===== config.mk =====
export PLATFORM = sky130hd
export DESIGN_NAME = sifive_scope_frontend_resp_capture
export DESIGN_NICKNAME = d
export VERILOG_FILES = /design/src/rtl/sifive_scope_frontend_resp_capture.sv
export SDC_FILE = /design/constraint.sdc
export NUM_CORES = 1
export LEC_CHECK = 0
export CAP_MARGIN = 20
export CORE_ASPECT_RATIO = 1.1
export CORE_UTILIZATION = 63
export DETAILED_ROUTE_END_ITERATION = 7
export GPL_ROUTABILITY_DRIVEN = 1
export GPL_TIMING_DRIVEN = 0
export MAX_ROUTING_LAYER = met4
export PLACE_DENSITY = 0.82
export SLEW_MARGIN = 30
export SYNTH_ARGS = -nofsm -noshare
export SYNTH_HDL_FRONTEND = slang
export SYNTH_SLANG_ARGS = --single-unit

===== constraint.sdc =====
create_clock -name clock -period 14.75 [get_ports clock]
set_input_delay 1.475 -clock clock [delete_from_list [all_inputs] [get_ports clock]]
set_output_delay 1.475 -clock clock [all_outputs]
set_load 0.03 [all_outputs]

===== src/rtl/sifive_scope_frontend_resp_capture.sv =====
// Trigger-and-capture circular buffer that passively records frontend response beats.
// Optional per-entry 16-bit cycle timestamp: define SIFIVE_SCOPE_FRONTEND_TIMESTAMP_EN.
`timescale 1ns/1ps
module sifive_scope_frontend_resp_capture #(
  parameter int PC_W        = 32,
  parameter int FETCH_BYTES = 4,
  parameter int DEPTH       = 16,
  parameter int POST_TRIG   = 4
) (
  input  logic                       clock,
  input  logic                       reset_n,
  input  logic                       arm,
  input  logic                       trig_xcpt_en,
  input  logic                       trig_pc_en,
  input  logic [PC_W-1:0]            trig_pc,
  input  logic                       mon_valid,
  input  logic                       mon_ready,
  input  logic [PC_W-1:0]            mon_pc,
  input  logic [8*FETCH_BYTES-1:0]   mon_data,
  input  logic [FETCH_BYTES/2-1:0]   mon_mask,
  input  logic                       mon_xcpt_pf,
  input  logic                       mon_xcpt_ae,
  output logic                       rd_valid,
  input  logic                       rd_ready,
  output logic [PC_W-1:0]            rd_pc,
  output logic [8*FETCH_BYTES-1:0]   rd_data,
  output logic [FETCH_BYTES/2-1:0]   rd_mask,
  output logic                       rd_xcpt_pf,
  output logic                       rd_xcpt_ae,
`ifdef SIFIVE_SCOPE_FRONTEND_TIMESTAMP_EN
  output logic [15:0]                rd_timestamp,
`endif
  output logic                       armed,
  output logic                       triggered,
  output logic                       frozen,
  output logic [$clog2(DEPTH):0]     count
);

  localparam int AW     = $clog2(DEPTH);
  localparam int CW     = AW + 1;
  localparam int DATA_W = 8 * FETCH_BYTES;
  localparam int MASK_W = FETCH_BYTES / 2;
  localparam int EW     = 2 + MASK_W + DATA_W + PC_W;

  typedef enum logic [1:0] {S_IDLE, S_ARMED, S_POST, S_FROZEN} state_t;

  state_t          state_reg, state_next;
  logic [AW-1:0]   wptr_reg, wptr_next;
  logic [CW-1:0]   count_reg, count_next;
  logic [AW-1:0]   post_reg, post_next;
  logic            armed_reg, triggered_reg, frozen_reg;
  logic            fire, hit, capture, pop;
  logic [AW-1:0]   rd_idx;
  logic [EW-1:0]   entry, rd_entry;
  logic [EW-1:0]   mem_reg [DEPTH];

  assign fire    = mon_valid & mon_ready;
  assign hit     = (trig_xcpt_en & (mon_xcpt_pf | mon_xcpt_ae)) |
                   (trig_pc_en & (mon_pc == trig_pc));
  assign capture = fire & ~arm & ((state_reg == S_ARMED) | (state_reg == S_POST));
  assign pop     = rd_valid & rd_ready & ~arm;
  assign entry   = {mon_xcpt_ae, mon_xcpt_pf, mon_mask, mon_data, mon_pc};

  always_comb begin
    state_next = state_reg;
    wptr_next  = wptr_reg;
    count_next = count_reg;
    post_next  = post_reg;
    if (arm) begin
      state_next = S_ARMED;
      wptr_next  = '0;
      count_next = '0;
      post_next  = '0;
    end else begin
      if (capture) begin
        wptr_next  = wptr_reg + AW'(1);
        count_next = (count_reg == CW'(DEPTH)) ? count_reg : count_reg + CW'(1);
      end
      case (state_reg)
        S_ARMED: begin
          if (fire && hit) begin
            post_next  = AW'(POST_TRIG);
            state_next = (POST_TRIG == 0) ? S_FROZEN : S_POST;
          end
        end
        // Hits are ignored here: the post window never re-extends.
        S_POST: begin
          if (fire) begin
            post_next = post_reg - AW'(1);
            if (post_reg == AW'(1)) state_next = S_FROZEN;
          end
        end
        S_FROZEN: begin
          if (pop) count_next = count_reg - CW'(1);
        end
        default: ;
      endcase
    end
  end

  always_ff @(posedge clock or negedge reset_n) begin
    if (!reset_n) begin
      state_reg     <= S_IDLE;
      wptr_reg      <= '0;
      count_reg     <= '0;
      post_reg      <= '0;
      armed_reg     <= 1'b0;
      triggered_reg <= 1'b0;
      frozen_reg    <= 1'b0;
    end else begin
      state_reg     <= state_next;
      wptr_reg      <= wptr_next;
      count_reg     <= count_next;
      post_reg      <= post_next;
      armed_reg     <= (state_next == S_ARMED) || (state_next == S_POST);
      triggered_reg <= (state_next == S_POST) || (state_next == S_FROZEN);
      frozen_reg    <= (state_next == S_FROZEN);
    end
  end

  // Storage has no reset so it can map onto distributed/block RAM.
  always_ff @(posedge clock) begin
    if (capture) mem_reg[wptr_reg] <= entry;
  end

  // Oldest entry sits count places behind the write pointer.
  assign rd_idx   = wptr_reg - count_reg[AW-1:0];
  assign rd_entry = mem_reg[rd_idx];
  assign rd_valid = frozen_reg & (count_reg != '0);
  assign {rd_xcpt_ae, rd_xcpt_pf, rd_mask, rd_data, rd_pc} = rd_valid ? rd_entry : '0;

`ifdef SIFIVE_SCOPE_FRONTEND_TIMESTAMP_EN
  logic [15:0] ts_reg;
  logic [15:0] ts_mem_reg [DEPTH];

  always_ff @(posedge clock or negedge reset_n) begin
    if (!reset_n) ts_reg <= '0;
    else          ts_reg <= ts_reg + 16'd1;
  end

  always_ff @(posedge clock) begin
    if (capture) ts_mem_reg[wptr_reg] <= ts_reg;
  end

  assign rd_timestamp = rd_valid ? ts_mem_reg[rd_idx] : '0;
`endif

  assign armed     = armed_reg;
  assign triggered = triggered_reg;
  assign frozen    = frozen_reg;
  assign count     = count_reg;

endmodule


Word-level counts from Yosys, hierarchy flattened
Memories as Yosys holds them, arrays and structs flattened.
Index checks and enable logic that the tools add are counted.
{"block": "op_classes", "reduce_logical": 7, "mux": 19, "n_addsub": 5, "eq_ne": 11, "bitwise": 12}
{"cell": "$mux W68", "count": 1}
{"cell": "$eq A32 B32 Y1", "count": 1}
{"cell": "$mux W5", "count": 5}
{"cell": "$mux W4", "count": 5}
{"cell": "$and A1 B1 Y1", "count": 8}
{"cell": "$eq A2 B2 Y1 const B", "count": 4}
{"cell": "$mux W2", "count": 4}
{"cell": "$pmux W4 S2", "count": 1}
{"cell": "$add A5 B1 Y5 const B", "count": 1}
{"cell": "$eq A5 B5 Y1 const B", "count": 1}
{"cell": "$reduce_bool A5 Y1", "count": 1}
{"cell": "$sub A5 B1 Y5 const B", "count": 1}
{"cell": "$add A4 B1 Y4 const B", "count": 1}
{"cell": "$eq A2 B1 Y1 const B", "count": 2}
{"cell": "$eq A4 B1 Y1 const B", "count": 1}
{"cell": "$pmux W2 S2", "count": 1}
{"cell": "$sub A4 B1 Y4 const B", "count": 1}
{"cell": "$sub A4 B4 Y4", "count": 1}
{"cell": "$ne A3 B2 Y1 const B", "count": 1}
{"cell": "$ne A3 B3 Y1 const B", "count": 1}
{"cell": "$or A1 B1 Y1", "count": 3}
{"cell": "$reduce_and A3 Y1", "count": 1}
{"cell": "$reduce_bool A3 Y1", "count": 1}
{"cell": "$logic_or A1 B1 Y1", "count": 2}
{"cell": "other kinds (4)", "count": 5}
{"block": "totals", "memories": 1, "elab_cells": 62, "mem_bits_rw": 1088, "register_bits": 18}
{"memory": "mem_reg", "depth": 16, "width": 68, "rd": 1, "rd_ports_with_merged_regs": 0, "wr": 1, "line": "55", "rtl": "logic [EW-1:0] mem_reg [DEPTH];"}

Logic depth before layout (Yosys ltp)
Gate-level depths: netlist of run 1.
{"block": "logic_depth", "ltp_word": 9, "depth_mapped": 9, "ltp_nobuf": 8}

Worst setup path before layout of run 1
OpenSTA, ideal clock, no wires.
{"block": "synth_path", "kind": "input port to flip-flop", "startpoint": "input port arm", "endpoint": "memory mem_reg[10][0] (netlist bit), enable pin", "setup_ps": 577, "path_slack_ps": 7188, "path_stages": 4, "arrival_time_ps": 6985, "required_time_ps": 14173, "cell_sequence": "clkbuf_1 > nor3_1 > nand2_1 > nor3_1"}
{"block": "synth_between", "elab_chain_cells": 5}
{"element": "start, declared", "line": "12", "rtl": "input logic arm,"}
{"element": "$not A1 Y1", "line": "60", "rtl": "assign capture = fire & ~arm & ((state_reg == S_ARMED) | (state_reg == S_POST));"}
{"element": "$and A1 B1 Y1 (2 in a row)", "line": "60"}
{"element": "$mux W1", "line": "123", "rtl": "if (capture) mem_reg[wptr_reg] <= entry;"}
{"element": "$mux W1 (not written as such)", "line": "123"}
{"element": "end, declared", "line": "55"}
Every way passes these cells.

Worst setup path in the final report of run 1
{"block": "layout_path", "startpoint": "register wptr_reg[0]", "endpoint": "output port rd_pc[30]"}
{"block": "layout_between", "elab_chain_cells": 3}
{"element": "start, declared", "line": "48", "rtl": "logic [AW-1:0] wptr_reg, wptr_next;"}
{"element": "start signal, assigned", "line": "112", "rtl": "wptr_reg <= wptr_next;"}
{"element": "$sub A4 B4 Y4", "line": "127", "rtl": "assign rd_idx = wptr_reg - count_reg[AW-1:0];"}
{"element": "$mem_v2 Z16 W68"}
{"element": "$mux W68", "line": "130", "rtl": "assign {rd_xcpt_ae, rd_xcpt_pf, rd_mask, rd_data, rd_pc} = rd_valid ? rd_entry : '0;"}
{"element": "end, declared", "line": "25", "rtl": "output logic [PC_W-1:0] rd_pc,"}
Every way passes these cells.

==> results of run 1 <==
-- tightest hold or removal path, cell delays in order, from the launching register on --
cell and delay, ps:
dfrtp_1 370, inv_1 100, o32ai_1 100
-- routing by layer --
layer,vias to the layer above,global-route usage,part of all wire
met5,-,-,0
met4,0,0.149,0.041
met3,317,0.0671,0.11
met2,1890,0.552,0.51
met1,11864,0.436,0.34
li1,8948,-,-
-- metrics by stage --
step	power [uW]	instance area, sq um
floorplan	4700	43200
global placement	5140	46200
detailed placement	5200	47500
CTS	7850	50700
global route	8050	50800
finish	7860	50800
-- cells by family after synthesis --
logic type / after synthesis / share of synthesized area
AO/OA/AOI/OAI: 168 / 0.0292
XOR/XNOR: 41 / 0.00866
adder cells (fa/ha/maj): 18 / 0.00539
buffers and inverters: 124 / 0.0127
multiplexers: 339 / 0.157
flip-flops: 1106 / 0.767
AND/OR/NAND/NOR: 148 / 0.0201
-- power groups by stage --
stage               clock (uW)  combinational [uW]  sequential, uW
detailed placement           0                1640            3560
finish                    2650                1720            3490
CTS                       2650                1710            3490
global route              2760                1790            3490
global placement             0                1590            3560
floorplan                    0                1140            3560
-- layout make-up --
| type | instances | area share |
|---|---|---|
| Clock buffer | 119 | 0.0513 |
| Buffer | 106 | 0.00952 |
| Antenna cell | 3 | 0.000148 |
| Inverter | 18 | 0.00133 |
| Timing Repair Buffer | 264 | 0.0596 |
| Clock inverter | 69 | 0.0133 |
| Sequential cell | 1106 | 0.653 |
| Multi-Input combinational cell | 714 | 0.190 |
| Tap cell | 918 | 0.0226 |
-- layout by cell type, fill, tap and decap left out, types with 7 or more instances in the layout --
| cell type | instances |
|---|---|
| edfxtp_1 | 1088 |
| mux4_2 | 272 |
| clkdlybuf4s50_1 | 184 |
| a211oi_1 | 138 |
| clkbuf_16 | 101 |
| and2_1 | 69 |
| clkbuf_1 | 67 |
| mux2i_1 | 67 |
| buf_4 | 54 |
| buf_2 | 38 |
| xor2_1 | 30 |
| clkinv_2 | 24 |
| buf_16 | 24 |
| inv_1 | 18 |
| dfrtp_1 | 18 |
| ha_1 | 17 |
| clkinv_1 | 17 |
| nand2_1 | 13 |
| nor2_1 | 13 |
| bufinv_16 | 12 |
| xnor2_1 | 9 |
| and2_4 | 9 |
| buf_1 | 8 |
| clkinvlp_4 | 8 |
| a21oi_1 | 7 |
-- how the worst max path moves through the flow --
| stage | startpoint | endpoint | slack [ps] | cells after the start |
|---|---|---|---|---|
| floorplan | arm | mem_reg[10][0]$_DFFE_PP_ | 7190 | 4 |
| global placement | arm | mem_reg[11][55]$_DFFE_PP_ | 1280 | 5 |
| detailed placement | wptr_reg[0]$_DFFE_PN0P_ | rd_pc[30] | 8300 | 9 |
| CTS | wptr_reg[0]$_DFFE_PN0P_ | rd_pc[30] | 7450 | 9 |
| global route | wptr_reg[0]$_DFFE_PN0P_ | rd_pc[30] | 7550 | 10 |
| finish | wptr_reg[0]$_DFFE_PN0P_ | rd_pc[30] | 7470 | 10 |
==> out/metrics.yaml, run 1 <==
run_status:
  status: "finished, final reports clean"
layout:
  drive_gt1_frac: 0.244
  fin_nets: 2436
  area.growth.synth_to_final_pct: 17.5
  multiInputGateArea_sq_um: 9630
  final_util: 0.750
  fill_cells: 3426
  largest_reg_flops: 1088
  final_cells: 3317
  ff_latch_area_sq_um: 33100
clock_tree:
  clock_latency_ps: 670
  cts.repair.resized: 0
  clock_sinks: 1106
  clock_path_buffers: 3
  ctsHoldBuffers: 0
  path_clk_slew_ps: 60
  post_cts_buffers: 0
  cts_htree_levels: 3
  cts_tree: "yes"
  cts_root_buf: "clkbuf_16"
  cts_buffers: 100
worst_setup_path:
  cp_cell_sequence: "inv_1 -> ha_1 -> fa_1 -> buf_2 -> buf_2 -> buf_1 -> mux4_2 -> mux2i_1 -> a211oi_1 -> clkdlybuf4s50_1"
  r2r_start: "state_reg[0]$_DFF_PN0_"
  endpoint_kind: "output pin"
  crit_path_max_fanout: 10
  r2r_cells: 9
  cpMostUsedCell: "buf_2"
  rr_endpoint: "mem_reg[9][60]$_DFFE_PP_"
  cp.arrival_ps: 5800
  path_delay_family: "buffers and inverters"
  worst-setup-path-type: "flop to output pin"
  path_buf_inv: 5
  start_kind: "flop"
  critical-path-slowest-cell: "clkdlybuf4s50_1"
  slowest_delay_ps: 810
  reg2reg_slack_ps: 10920
  critical_path_required_ps: 13280
sta:
  finalSetupViolations: 0
  finalMaxSlewViolations: 0
  fin_crit_ps: 7280
  rsz0062_at_grt: "no"
  fin_crit_sh: 0.493
  fin_setup_tns_ps: 0
  fin_hold_ws_ps: 616
  worst_slack_ps: 7470
  relSlewSlack: 0.313
  fmax_mhz: 137
  worst_pin_slew_ps: 1030
  skew_ps: 33.3
  timing.final.hold_violations: 0
floorplanning:
  die_w_um: 252
  core_sq_um: 67700
  io_pins: 185
  die_y_um: 277
  die_area_sq_um: 69600
  row_count: 100
  initial_core_util: 0.638
job:
  cap_violations: 0
logic_synthesis:
  ys_types: 50
  async_reset_ff_frac: 0.0163
  ys.flop_type: "edfxtp_1"
  yosysMostFrequentCell: "edfxtp_1"
  netlist_area_sq_um: 43200
  synthesis.nets: 2070
  ys_ff_latch: 1106
  yosysTopAreaCellShare: 0.756
  ys_seq_area_frac: 0.767
  yosys_warnings: 0
  yosys-top-cells-area: "edfxtp_1, mux4_2, a211oi_1, mux2i_1, and2_1"
  syn_inst: 1944
  synth_commonest_cells: "edfxtp_1, mux4_2, a211oi_1"
  avgSynthCellArea_sq_um: 22.2
  synth_top_cell_by_area: "edfxtp_1"
  synth_edf_count: 1088
grt:
  overflow: 0
  antenna_found_initial: 2
  globalRouteTotalUtil: 0.345
  first_global_vias: 24376
  grt_max_degree: 37
  grt_pass1_wl_um: 165000
min_path:
  min_from: "post_reg[1]$_DFFE_PN0P_"
  min_to: "post_reg[1]$_DFFE_PN0P_"
  hold_depth: 2
  hold_path_class: "flop to flop"
placement:
  placed_cells: 3126
  dpl.hpwl_um: 65200
  port_buffers: 184
  gp_congestion: 0.773
  post-place-ws_ps: 8300
routing:
  antenna_left: 0
  first_iter_violations: 3539
  wire_per_inst_um: 34.3
  via_per_inst: 6.94
  first_pass_iters: 6
  drc: 0
  num_vias: 23019
  wl_um: 114000
pwr:
  p_sw_frac: 0.274
  p_leak_uw: 0.0162
  seq_power_share: 0.444
  p_int_uw: 5710
  p_per_area_nw_per_um2: 155
  combPwrFrac: 0.219
  p_sw_uw: 2150
  clockPowerShare: 0.337
  ir_worst_vdd_v: 0.0000991
(Power assumes the default switching activity.)
==> run 2, diff against run 1 <==
- CORE_UTILIZATION: 63 -> 60
- PLACE_DENSITY: 0.82 -> 0.79
- clock period: 14.75 -> 7.3 ns (I/O delays scaled with it)
==> out/metrics.yaml, run 2 (synthesis gave the netlist of run 1 again) <==
clock_tree:
  clock_path_buffers: 3
  cts.repair.resized: 0
  path_clk_slew_ps: 60
  cts_tree: "yes"
  cts_buffers: 100
  post_cts_buffers: 0
  clock_sinks: 1106
  clock_latency_ps: 660
  ctsHoldBuffers: 0
  cts_root_buf: "clkbuf_16"
  cts_htree_levels: 3
layout:
  drive_gt1_frac: 0.237
  final_common_cell: "edfxtp_1"
  area.growth.synth_to_final_pct: 17.1
  fill_cells: 3914
  mostFrequentLayoutCells: "edfxtp_1, mux4_2, clkdlybuf4s50_1"
  fin_nets: 2434
  final_cells: 3332
  final_util: 0.714
  largest_reg_flops: 1088
grt:
  globalRouteTotalUtil: 0.303
  grt_max_degree: 37
  first_global_vias: 23435
  antenna_found_initial: 3
  grt_pass1_wl_um: 154000
  overflow: 0
sta:
  fin_crit_ps: 6510
  finalMaxSlewViolations: 0
  fin_hold_ws_ps: 557
  finalSetupViolations: 0
  rsz0062_at_grt: "no"
  timing.final.hold_violations: 0
  skew_ps: 11.1
  fin_crit_sh: 0.892
  fin_setup_tns_ps: 0
  fmax_mhz: 154
  worst_slack_ps: 790
  relSlewSlack: 0.317
  worst_pin_slew_ps: 1020
floorplanning:
  die_area_sq_um: 73100
  io_pins: 185
  die_y_um: 283
  core_sq_um: 70800
  initial_core_util: 0.610
  die_w_um: 258
  row_count: 102
worst_setup_path:
  cp.arrival_ps: 5780
  crit_path_max_fanout: 12
  worst-setup-path-type: "flop to output pin"
  critical_path_required_ps: 6570
  start_kind: "flop"
  endpoint_kind: "output pin"
routing:
  first_pass_iters: 7
  wire_per_inst_um: 31.6
  wl_um: 105000
  first_iter_violations: 2876
  num_vias: 22198
  antenna_left: 0
  via_per_inst: 6.66
  drc: 0
placement:
  gp_congestion: 0.781
  port_buffers: 184
  post-place-ws_ps: 1740
  dpl.hpwl_um: 64700
  placed_cells: 3142
pwr:
  p_per_area_nw_per_um2: 307
  ir_worst_vdd_v: 0.000239
  p_leak_uw: 0.0161
job:
  cap_violations: 0
run_status:
  status: "finished, final reports clean"
min_path:
  hold_path_class: "input port to asynchronous set/reset pin"
## run 2: cell types whose count changed in the layout (fill, tap and decap cells not counted), moves of 2 or more
cell and change:
buf_12 +2, buf_16 -4, buf_4 -5, buf_6 +6, bufinv_16 -4, clkbuf_1 +9
clkinv_1 +7, clkinv_2 -7, clkinvlp_4 -6, inv_6 -2
## run 2: path summary, 6_finish.rpt
check | cells after the start | startpoint | slack [ps] | end
min in group clock | 1 | post_reg[2]$_DFFE_PN0P_ | 630 | post_reg[2]$_DFFE_PN0P_
worst min-delay path | 1 | reset_n | 560 | frozen$_DFF_PN0_
max in group asynchronous | 1 | reset_n | 6220 | count[3]$_DFF_PN0_
worst min register to register | 1 | post_reg[2]$_DFFE_PN0P_ | 630 | post_reg[2]$_DFFE_PN0P_
worst max-delay path | 9 | wptr_reg[0]$_DFFE_PN0P_ | 790 | rd_pc[30]
worst max register to register | 9 | state_reg[0]$_DFF_PN0_ | 3620 | mem_reg[10][54]$_DFFE_PP_
## run 2: layout make-up
type | count | area, sq um | area share
Timing Repair Buffer | 262 | 2970 | 0.0587
Sequential cell | 1106 | 33100 | 0.655
Tap cell | 936 | 1170 | 0.0231
Clock buffer | 128 | 2650 | 0.0524
Inverter | 18 | 67.6 | 0.00134
Buffer | 106 | 483 | 0.00954
Clock inverter | 58 | 499 | 0.00987
Multi-Input combinational cell | 714 | 9630 | 0.190
Antenna cell | 4 | 10.0 | 0.000198
## run 2: critical path, cell delays in order, from the launching register on
cell	delay (ps)
dfrtp_1	460
inv_1	130
ha_1	230
fa_1	530
xnor2_4	740
clkbuf_1	730
clkbuf_1	550
a211oi_1	190
a211oi_1	720
clkdlybuf4s50_1	820
## run 2: per-layer routing
metal,wire [um],vias to the layer above,GRT usage
li1,-,8955,-
met1,37400,11587,0.380
met2,54800,1425,0.497
met3,9480,231,0.0545
met4,3610,0,0.116
met5,0,-,-
## run 2: report_power, final
part	internal, uW	switching [uW]	total (uW)
registers	7030	25.3	7050
logic	1520	1870	3390
clock network	2850	2250	5100
## run 2: through the flow
step                      power, uW  area (sq um)
after global placement        10400         46200
after global routing          16000         50600
after CTS                     15600         50600
final                         15500         50600
after floorplan                9490         43200
after detailed placement      10500         47400
